--- src/rtl/tdm_demux8_if.sv ---
// tdm_demux8_if
//   Bundle of the serial sample input and the published-frame outputs of the
//   TDM 1:8 demultiplexer.
//   master : serial source side (drives din/din_valid/frame_sync, observes results)
//   slave  : demultiplexer side (consumes samples, drives frame/status outputs)
//   Signals:
//     din         WIDTH     serial sample for current slot
//     din_valid   1         din carries a sample this cycle
//     frame_sync  1         marks din as channel 0 (qualified by din_valid)
//     frame_out   8*WIDTH   published frame, ch n at [n*WIDTH +: WIDTH]
//     frame_valid 1         one-cycle pulse when frame_out updates
//     slot        3 (4)     channel index the next valid sample is written to
//     locked      1         receiver is locked to the frame
//     sync_err    1         one-cycle pulse on framing error
//     parity_err  1         only with TDM_DEMUX_PARITY_EN: parity slot mismatch
//   Optional feature macro: TDM_DEMUX_PARITY_EN (adds the parity slot and parity_err).
interface tdm_demux8_if #(
  parameter int WIDTH = 1
);
`ifdef TDM_DEMUX_PARITY_EN
  localparam int SLOT_W = 4;
`else
  localparam int SLOT_W = 3;
`endif

  logic [WIDTH-1:0]   din;
  logic               din_valid;
  logic               frame_sync;
  logic [8*WIDTH-1:0] frame_out;
  logic               frame_valid;
  logic [SLOT_W-1:0]  slot;
  logic               locked;
  logic               sync_err;
`ifdef TDM_DEMUX_PARITY_EN
  logic               parity_err;

  modport master (
    output din, din_valid, frame_sync,
    input  frame_out, frame_valid, slot, locked, sync_err, parity_err
  );

  modport slave (
    input  din, din_valid, frame_sync,
    output frame_out, frame_valid, slot, locked, sync_err, parity_err
  );
`else
  modport master (
    output din, din_valid, frame_sync,
    input  frame_out, frame_valid, slot, locked, sync_err
  );

  modport slave (
    input  din, din_valid, frame_sync,
    output frame_out, frame_valid, slot, locked, sync_err
  );
`endif
endinterface

--- src/rtl/tdm_demux8.sv ---
// tdm_demux8
//   Time-division 1-to-8 demultiplexer (receive end of the 8:1 channel mux).
//   Locks to frame_sync, steers each valid serial sample into its channel of a
//   shadow buffer and publishes all eight channels at once as a registered frame.
//   Ports:
//     clk    in   rising-edge clock
//     rst_n  in   asynchronous active-low reset (released synchronously upstream)
//     bus    tdm_demux8_if.slave: din/din_valid/frame_sync in;
//            frame_out/frame_valid/slot/locked/sync_err (/parity_err) out
//   Parameter WIDTH: bits per channel sample (1..16); must match the interface.
//   Optional feature macro: TDM_DEMUX_PARITY_EN -- frames carry a ninth slot
//   holding the bitwise XOR of ch0..ch7; the frame completes on that slot and
//   parity_err reports a mismatch alongside frame_valid.
module tdm_demux8 #(
  parameter int WIDTH = 1
) (
  input  logic         clk,
  input  logic         rst_n,
  tdm_demux8_if.slave  bus
);

`ifdef TDM_DEMUX_PARITY_EN
  localparam int                SLOT_W    = 4;
  localparam logic [SLOT_W-1:0] LAST_SLOT = 4'd8;
  localparam bit                HAS_PAR   = 1'b1;
`else
  localparam int                SLOT_W    = 3;
  localparam logic [SLOT_W-1:0] LAST_SLOT = 3'd7;
  localparam bit                HAS_PAR   = 1'b0;
`endif

  typedef enum logic {HUNT, LOCKED} state_t;

  state_t             state, state_nxt;
  logic [SLOT_W-1:0]  slot_p0, slot_nxt;
  logic [WIDTH-1:0]   shadow_p0 [8];
  logic               wr_en;
  logic [2:0]         wr_idx;
  logic               complete;
  logic               err;
  logic [8*WIDTH-1:0] frame_nxt;

  logic [8*WIDTH-1:0] frame_out_p1;
  logic               frame_valid_p1;
  logic               sync_err_p1;

`ifdef TDM_DEMUX_PARITY_EN
  logic               parity_err_p1;

  // Even-parity reduction: bitwise XOR of all eight channels.
  function automatic logic [WIDTH-1:0] frame_parity(input logic [8*WIDTH-1:0] f);
    logic [WIDTH-1:0] p;
    p = '0;
    for (int n = 0; n < 8; n++) begin
      p = p ^ f[n*WIDTH +: WIDTH];
    end
    return p;
  endfunction
`endif

  // State register
  always_ff @(posedge clk or negedge rst_n) begin
    if (!rst_n) begin
      state   <= HUNT;
      slot_p0 <= '0;
    end else begin
      state   <= state_nxt;
      slot_p0 <= slot_nxt;
    end
  end

  // Next-state and slot steering; nothing moves unless din_valid is high.
  always_comb begin
    state_nxt = state;
    slot_nxt  = slot_p0;
    wr_en     = 1'b0;
    wr_idx    = slot_p0[2:0];
    complete  = 1'b0;
    err       = 1'b0;
    if (bus.din_valid) begin
      case (state)
        HUNT: begin
          if (bus.frame_sync) begin
            state_nxt = LOCKED;
            slot_nxt  = SLOT_W'(1);
            wr_en     = 1'b1;
            wr_idx    = 3'd0;
          end
        end
        LOCKED: begin
          if (bus.frame_sync) begin
            // A sync mid-frame drops the partial frame and restarts on ch0.
            err      = (slot_p0 != '0);
            slot_nxt = SLOT_W'(1);
            wr_en    = 1'b1;
            wr_idx   = 3'd0;
          end else if (slot_p0 == '0) begin
            // Frame start without sync: framing lost, sample discarded.
            state_nxt = HUNT;
            err       = 1'b1;
          end else begin
            // The parity slot is not a channel, so it never lands in the shadow.
            wr_en    = !(HAS_PAR && (slot_p0 == LAST_SLOT));
            complete = (slot_p0 == LAST_SLOT);
            slot_nxt = complete ? '0 : slot_p0 + 1'b1;
          end
        end
        default: state_nxt = HUNT;
      endcase
    end
  end

  // Frame image to publish; without parity the ch7 sample bypasses the shadow.
  always_comb begin
    frame_nxt = '0;
    for (int n = 0; n < 8; n++) begin
      frame_nxt[n*WIDTH +: WIDTH] = shadow_p0[n];
    end
`ifndef TDM_DEMUX_PARITY_EN
    frame_nxt[7*WIDTH +: WIDTH] = bus.din;
`endif
  end

  // Stage p0 -> p1: shadow capture and frame publication
  always_ff @(posedge clk or negedge rst_n) begin
    if (!rst_n) begin
      for (int n = 0; n < 8; n++) begin
        shadow_p0[n] <= '0;
      end
      frame_out_p1   <= '0;
      frame_valid_p1 <= 1'b0;
      sync_err_p1    <= 1'b0;
`ifdef TDM_DEMUX_PARITY_EN
      parity_err_p1  <= 1'b0;
`endif
    end else begin
      frame_valid_p1 <= complete;
      sync_err_p1    <= err;
      if (wr_en) begin
        shadow_p0[wr_idx] <= bus.din;
      end
      if (complete) begin
        frame_out_p1  <= frame_nxt;
`ifdef TDM_DEMUX_PARITY_EN
        parity_err_p1 <= (frame_parity(frame_nxt) != bus.din);
`endif
      end
`ifdef TDM_DEMUX_PARITY_EN
      else if (frame_valid_p1) begin
        parity_err_p1 <= 1'b0;
      end
`endif
    end
  end

  assign bus.frame_out   = frame_out_p1;
  assign bus.frame_valid = frame_valid_p1;
  assign bus.slot        = slot_p0;
  assign bus.locked      = (state == LOCKED);
  assign bus.sync_err    = sync_err_p1;
`ifdef TDM_DEMUX_PARITY_EN
  assign bus.parity_err  = parity_err_p1;
`endif

endmodule

--- src/flat_wrapper.sv ---
// flat-port wrapper written by rule: the top's interface ports become plain ports
module tdm_demux8_flat 
#(
  parameter int WIDTH = 1
)
  (clk, rst_n, bus_din, bus_din_valid, bus_frame_sync, bus_frame_out, bus_frame_valid, bus_slot, bus_locked, bus_sync_err);
  tdm_demux8_if #(.WIDTH(WIDTH)) bus_i ();
  input  logic clk;
  input  logic rst_n;
  input wire logic [$bits(bus_i.din)-1:0] bus_din;
  input wire logic [$bits(bus_i.din_valid)-1:0] bus_din_valid;
  input wire logic [$bits(bus_i.frame_sync)-1:0] bus_frame_sync;
  output wire logic [$bits(bus_i.frame_out)-1:0] bus_frame_out;
  output wire logic [$bits(bus_i.frame_valid)-1:0] bus_frame_valid;
  output wire logic [$bits(bus_i.slot)-1:0] bus_slot;
  output wire logic [$bits(bus_i.locked)-1:0] bus_locked;
  output wire logic [$bits(bus_i.sync_err)-1:0] bus_sync_err;
  assign bus_i.din = bus_din;
  assign bus_i.din_valid = bus_din_valid;
  assign bus_i.frame_sync = bus_frame_sync;
  assign bus_frame_out = bus_i.frame_out;
  assign bus_frame_valid = bus_i.frame_valid;
  assign bus_slot = bus_i.slot;
  assign bus_locked = bus_i.locked;
  assign bus_sync_err = bus_i.sync_err;
  tdm_demux8 #(.WIDTH(WIDTH)) u_core (.clk(clk), .rst_n(rst_n), .bus(bus_i));
endmodule
--- config.mk ---
export PLATFORM = sky130hd
export DESIGN_NAME = tdm_demux8_flat
export DESIGN_NICKNAME = d
export VERILOG_FILES = /design/src/rtl/tdm_demux8_if.sv /design/src/rtl/tdm_demux8.sv /design/src/flat_wrapper.sv
export SDC_FILE = /design/constraint.sdc
export NUM_CORES = 1
export LEC_CHECK = 0
export ABC_AREA = 1
export BUFFER_PORTS_ARGS = -buffer_cell sky130_fd_sc_hd__buf_2
export CAP_MARGIN = 25
export CORE_AREA = 2 2 47 49
export CTS_CLUSTER_SIZE = 25
export DETAILED_ROUTE_END_ITERATION = 8
export DIE_AREA = 0 0 49 51
export PLACE_DENSITY = 0.76
export SYNTH_ARGS = -nofsm -noshare
export SYNTH_HDL_FRONTEND = slang
export SYNTH_SLANG_ARGS = --single-unit
--- constraint.sdc ---
create_clock -name clk -period 3.1 [get_ports clk]
set_input_delay 0.465 -clock clk [delete_from_list [all_inputs] [get_ports clk]]
set_output_delay 0.465 -clock clk [all_outputs]
set_load 0.1 [all_outputs]
==> results of run 1 <==
[layer usage]
metal	vias to the layer above	wire (µm)
met5	-	0
met4	0	0
met3	0	71
met2	16	899
met1	384	806
li1	410	-
[per-stage QoR]
step / util (%) / total power [W] / instances / hold WS, ps
finish: 55.5 / 0.00107 / 164 / 103
global route: 55.5 / 0.00115 / 164 / 117
CTS: 55.5 / 0.00108 / 164 / 108
detailed placement: 54.2 / 0.000948 / 160 / 442
global placement: 54.2 / 0.000935 / 160 / 446
floorplan: - / 0.000855 / 117 / 169
[registers in the layout (all words and copies together) (netlist names)]
name	flops
u_core.bus.frame_out	8
u_core.bus.locked	1
u_core.bus.slot	3
u_core.bus.sync_err	1
u_core.bus.frame_valid	1
u_core.frame_nxt	7
[power by group through the flow]
stage          sequential [W]  combinational (W)  clock (W)
6_report             0.000395           0.000546   0.000126
5_1_grt              0.000407           0.000594   0.000146
3_3_place_gp         0.000396           0.000539          0
4_1_cts              0.000395           0.000551   0.000131
2_1_floorplan        0.000651           0.000204          0
3_5_place_dp         0.000401           0.000548          0
[critical path: stages (launching register included)]
cell     delay (ps)
dfrtp_1         470
inv_1           130
ha_1            190
nand2_1          90
inv_1            50
ha_1            170
nand2_1          80
nand2_2         140
inv_2           180
nand2_1          80
nand2_1          60
nand2_1          40
[cells by family after synthesis]
family,synth area share (%)
AO/OA/AOI/OAI,9.80
adder cells (fa/ha/maj),4.90
buffers and inverters,7.11
flip-flops,51.5
AND/OR/NAND/NOR,26.7
[placed cells by master (no fill, tap or decap)]
cell	Yosys	final
o21ai_1	1	1
nand4_1	4	4
nor2_2	1	1
nand2_4	1	1
nor2_1	8	8
dfrtp_1	21	21
o21bai_1	4	4
buf_2	1	18
inv_1	11	11
clkbuf_1	0	1
ha_1	4	4
nand2_1	39	39
nand2_2	2	2
nand3_1	6	6
inv_2	1	1
clkbuf_4	0	3
o21ai_0	6	6
nand3b_2	1	1
o21ai_2	4	4
[worst max path at each step]
stage                                   from  cells past startpoint  slack, ps                  end
after detailed placement  u_core.bus.slot[1]                     11       1350  u_core.frame_nxt[3]
after global routing      u_core.bus.slot[1]                     11       1120  u_core.frame_nxt[3]
after global placement    u_core.bus.slot[1]                     11       1400  u_core.frame_nxt[5]
final                     u_core.bus.slot[1]                     11       1310  u_core.frame_nxt[3]
after floorplan           u_core.bus.slot[0]                     10        790  u_core.frame_nxt[4]
after CTS                 u_core.bus.slot[1]                     11       1320  u_core.frame_nxt[3]
[final cells by class]
class | instances | area share, %
Clock buffer | 4 | 2.30
Inverter | 12 | 3.93
Multi-Input combinational cell | 81 | 36.9
Sequential cell | 21 | 45.9
Tap cell | 28 | 3.06
Timing Repair Buffer | 18 | 7.87
==> flow_metrics.py, run 1 <==
metrics = {
    "grt": {
        "grtUsageMet1_pct": 20.8,
        "antenna_found_initial": 0,
        "grt_max_degree": 22,
        "grt_usage_pct": 16.4,
        "grt_util_met3_pct": 2.92,
        "grt_pass1_vias": 720,
        "top_usage_layer": "met2",
        "grt-ovfl-total": 0,
        "grt_use_met2_pct": 28.3,
        "grt_pass1_wl_um": 3130,
    },
    "cells_and_area": {
        "nFillCells": 198,
        "nets": 146,
        "multi_input_area_um2": 423,
        "seqCellArea_um2": 526,
        "drive_above_1_share_pct": 22.8,
        "finish.instance_area_um2": 1140,
        "num_antenna_cells": 0,
        "areaGrowthSynthToFinish_pct": 12.1,
    },
    "synthesis": {
        "ys_warn_count": 0,
        "yosys.cell_types.count": 18,
        "synth_top_area_cell": "dfrtp_1",
        "synth-edff-count": 0,
        "synth_area_um2": 1020,
        "synth_common_cells": "nand2_1, dfrtp_1, inv_1",
        "async_flop_share_pct": 100,
        "synthCells": 117,
        "synth_seq_area_share_pct": 51.5,
        "synth_most_common_cell": "nand2_1",
        "synth_area_leaders": "dfrtp_1, nand2_1, ha_1",
        "synth-seq-cells": 21,
        "syn_nets": 126,
        "syn_avg_cell_area_um2": 8.73,
        "ys.flop_type": "dfrtp_1",
        "synth_top_area_share_pct": 51.5,
    },
    "hold_path": {
        "min_path_type": "in -> async",
    },
    "critical_path": {
        "criticalPathCategory": "reg -> reg",
        "r2r_cells": 11,
        "required_ps": 3300,
        "worst_setup_path_start_kind": "flip-flop",
        "critPathMaxFanout": 12,
        "r2r_end": "u_core.frame_nxt[3]",
        "r2r-start": "u_core.bus.slot[1]",
        "r2r_slack_ps": 1310,
        "cp-end-kind": "flip-flop",
        "worstPathArrival_ps": 1980,
    },
    "sta": {
        "period_minus_slack_ps": 1790,
        "fmax_mhz": 560,
        "drv_slew": 0,
        "hold_viol": 0,
        "worst_pin_slew_ps": 486,
        "post-route-period-util_pct": 57.6,
        "setup_viol_count_final": 0,
        "rsz0062_at_grt": "false",
        "fin_setup_tns_ps": 0,
        "skew_ps": 2.98,
        "maxSlewHeadroom_pct": 67.8,
        "layout_setup_ws_ps": 1310,
    },
    "clock_tree": {
        "cts_buffers": 3,
        "clk_latency_ps": 290,
        "ctsResizeCount": 0,
        "clock-root-buffer": "clkbuf_4",
        "cts_setup_buffers": 0,
        "htreeDepth": 1,
        "clk_pin_slew_ps": 110,
        "ctsHoldBuffers": 0,
        "clock_sinks": 21,
        "cts_buffer_depth": 2,
        "tritoncts": "done",
    },
    "place": {
        "place_ws_ps": 1350,
        "dpl_cell_area_um2": 1120,
        "dpl.hpwl_um": 1380,
        "place_congestion": 0.836,
        "io_buffer_count": 18,
    },
    "status": {
        "status": "completed",
    },
    "floorplan": {
        "io-pin-count": 19,
        "die_area_um2": 2500,
        "die_y_um": 51,
        "die_w_um": 49,
        "coreArea_um2": 2060,
        "fp-row-count": 17,
        "initial_core_util_pct": 49.5,
    },
    "power_and_ir_drop": {
        "p_int_w": 0.000504,
        "seq_power_share_pct": 37.0,
        "p_per_area_nw_per_um2": 931,
        "p_leak_nw": 0.651,
        "p_comb_share_pct": 51.2,
        "sw_frac_of_total_pct": 52.7,
        "p_sw_w": 0.000562,
        "ir_worst_vdd_v": 0.000650,
        "pwr-share-clk_pct": 11.8,
    },
    "job": {
        "cap_violations": 0,
    },
    "routing": {
        "drcViolationCount": 0,
        "vias": 810,
        "drt_wl_total_um": 1780,
        "wl_per_cell_um": 10.8,
        "detail_route.vias_per_cell": 4.94,
        "ant_nets": 0,
        "drtIter0Drc": 10,
        "dr.pass1.iters": 4,
    },
}
Power figures use the tool's default switching activity.
==> inputs of run 2 (changes only) <==
==> constraint.sdc (replaced) <==
create_clock -name clk -period 1.7 [get_ports clk]
set_input_delay 0.255 -clock clk [delete_from_list [all_inputs] [get_ports clk]]
set_output_delay 0.255 -clock clk [all_outputs]
set_load 0.1 [all_outputs]
==> flow_metrics.py, run 2 (synthesis gave the netlist of run 1 again) <==
metrics = {
    "sta": {
        "post-route-period-util_pct": 93.5,
        "worst_pin_slew_ps": 490,
        "hold_viol": 0,
        "maxSlewHeadroom_pct": 67.6,
        "period_minus_slack_ps": 1590,
        "layout_setup_ws_ps": 111,
        "setup_viol_count_final": 0,
        "skew_ps": 1.93,
        "drv_slew": 0,
        "fmax_mhz": 629,
        "fin_setup_tns_ps": 0,
        "hold_slack_ps": 212,
    },
    "clock_tree": {
        "clk_latency_ps": 310,
        "htreeDepth": 1,
        "cts_buffer_depth": 2,
        "clock-root-buffer": "clkbuf_4",
        "clock_sinks": 21,
        "tritoncts": "done",
        "clk_pin_slew_ps": 120,
        "cts_buffers": 3,
    },
    "routing": {
        "wl_per_cell_um": 12.3,
        "detail_route.vias_per_cell": 4.92,
        "ant_nets": 0,
        "dr.pass1.iters": 4,
        "drtIter0Drc": 12,
        "drt_wl_total_um": 2070,
        "vias": 827,
        "drcViolationCount": 0,
    },
    "grt": {
        "grt_usage_pct": 17.8,
        "grt_use_met2_pct": 28.8,
        "top_usage_layer": "met2",
        "grt_max_degree": 22,
        "grt-ovfl-total": 0,
        "antenna_found_initial": 0,
        "grt_pass1_wl_um": 3320,
        "grt_pass1_vias": 746,
        "grtUsageMet1_pct": 22.2,
        "grt_util_met3_pct": 2.63,
    },
    "power_and_ir_drop": {
        "pwr-share-clk_pct": 11.4,
        "sw_frac_of_total_pct": 53.0,
        "p_comb_share_pct": 53.2,
        "p_sw_w": 0.00114,
        "ir_worst_vdd_v": 0.00108,
        "p_leak_nw": 0.675,
        "seq_power_share_pct": 35.4,
        "p_int_w": 0.00101,
        "p_per_area_nw_per_um2": 1740,
        "finalPower_w": 0.00214,
    },
    "place": {
        "io_buffer_count": 18,
        "place_congestion": 0.821,
        "dpl.hpwl_um": 1410,
        "place_ws_ps": 19.5,
    },
    "critical_path": {
        "critPathMaxFanout": 7,
        "cp-end-kind": "flip-flop",
        "required_ps": 1960,
        "r2r_slack_ps": 110,
        "crit_start": "u_core.bus.slot[1]",
        "worstPathArrival_ps": 1850,
        "criticalPathCategory": "reg -> reg",
        "r2r-start": "u_core.bus.slot[1]",
        "worst_setup_path_start_kind": "flip-flop",
    },
    "cells_and_area": {
        "seqCellArea_um2": 538,
        "areaGrowthSynthToFinish_pct": 20.8,
        "final_cell_mix": "nand2_1, buf_2, dfrtp_1, inv_1, nor2_1",
        "num_antenna_cells": 0,
        "layout_commonest_cell": "nand2_1",
        "nets": 150,
        "largest_register_ffs": 8,
        "final_util_pct": 59.8,
        "multi_input_area_um2": 465,
        "drive_above_1_share_pct": 31.4,
        "nFillCells": 194,
    },
    "floorplan": {
        "coreArea_um2": 2060,
        "initial_core_util_pct": 49.5,
        "fp-row-count": 17,
        "die_area_um2": 2500,
        "die_w_um": 49,
        "die_y_um": 51,
        "io-pin-count": 19,
    },
    "hold_path": {
        "min_path_type": "in -> reg",
        "worstHoldStart": "bus_din_valid",
    },
    "job": {
        "cap_violations": 0,
    },
    "status": {
        "status": "completed",
    },
}
run 2: cell types whose count changed in the layout (fill, tap and decap cells not counted), moves of 2 or more:
| cell | change |
|---|---|
| dfrtp_1 | -4 |
| nand2_1 | -2 |
| inv_1 | -2 |
| nand2_4 | +2 |
| inv_4 | +3 |
| dfrtp_4 | +3 |
| buf_4 | +2 |
run 2: routing by layer:
metal / wire (µm) / part of all wire, %
met3: 49 / 2.4
met4: 59 / 2.9
met1: 957 / 46
met2: 1000 / 48
met5: 0 / 0
run 2: path summary, 6_finish.rpt:
kind                                                 to  cells past startpoint
worst max register to register      u_core.frame_nxt[1]                     11
worst max-delay path                u_core.frame_nxt[1]                     11
max in group asynchronous            u_core.bus.slot[2]                      2
worst min-delay path                  u_core.bus.locked                      2
worst min register to register  u_core.bus.frame_out[6]                      2
min in group asynchronous       u_core.bus.frame_out[1]                      2
run 2: worst max-delay path: stages, from the launching register on:
cell and delay, ps:
dfrtp_4 490, inv_4 60, ha_4 160, nand2_4 80, inv_1 40, ha_1 180, nand2_2 100, nand2_4 90
buf_4 140, nor2_1 90, nand2_1 60, nand2_1 60
run 2: metrics by stage:
stage,cells,area (µm²)
after detailed placement,161,1160
final,168,1230
after global placement,161,1160
after CTS,166,1200
after floorplan,117,1050
after global routing,168,1230
run 2: layout make-up:
cell class	instances	share of cell area (%)
clock buffer	3	1.83
clock inverter	1	0.406
inverter	12	4.26
multi-input combinational	82	37.7
sequential	21	43.6
tap	28	2.84
timing repair buffer	21	9.33
run 2: power by group through the flow:
stage	clock, W	combinational, W	sequential, W
finish	0.000244	0.00114	0.000759
global route	0.000267	0.00123	0.000777
CTS	0.000244	0.00107	0.000756
detailed placement	0	0.00106	0.000766
global placement	0	0.00104	0.000759
floorplan	0	0.000408	0.00123
run 2: what timing repair did:
action	4_1_cts	5_1_grt
buffers inserted	0	1
resized for setup	0	6
hold buffers	1	0
hold endpoints to repair	21	0
endpoints found under the setup margin	0	9
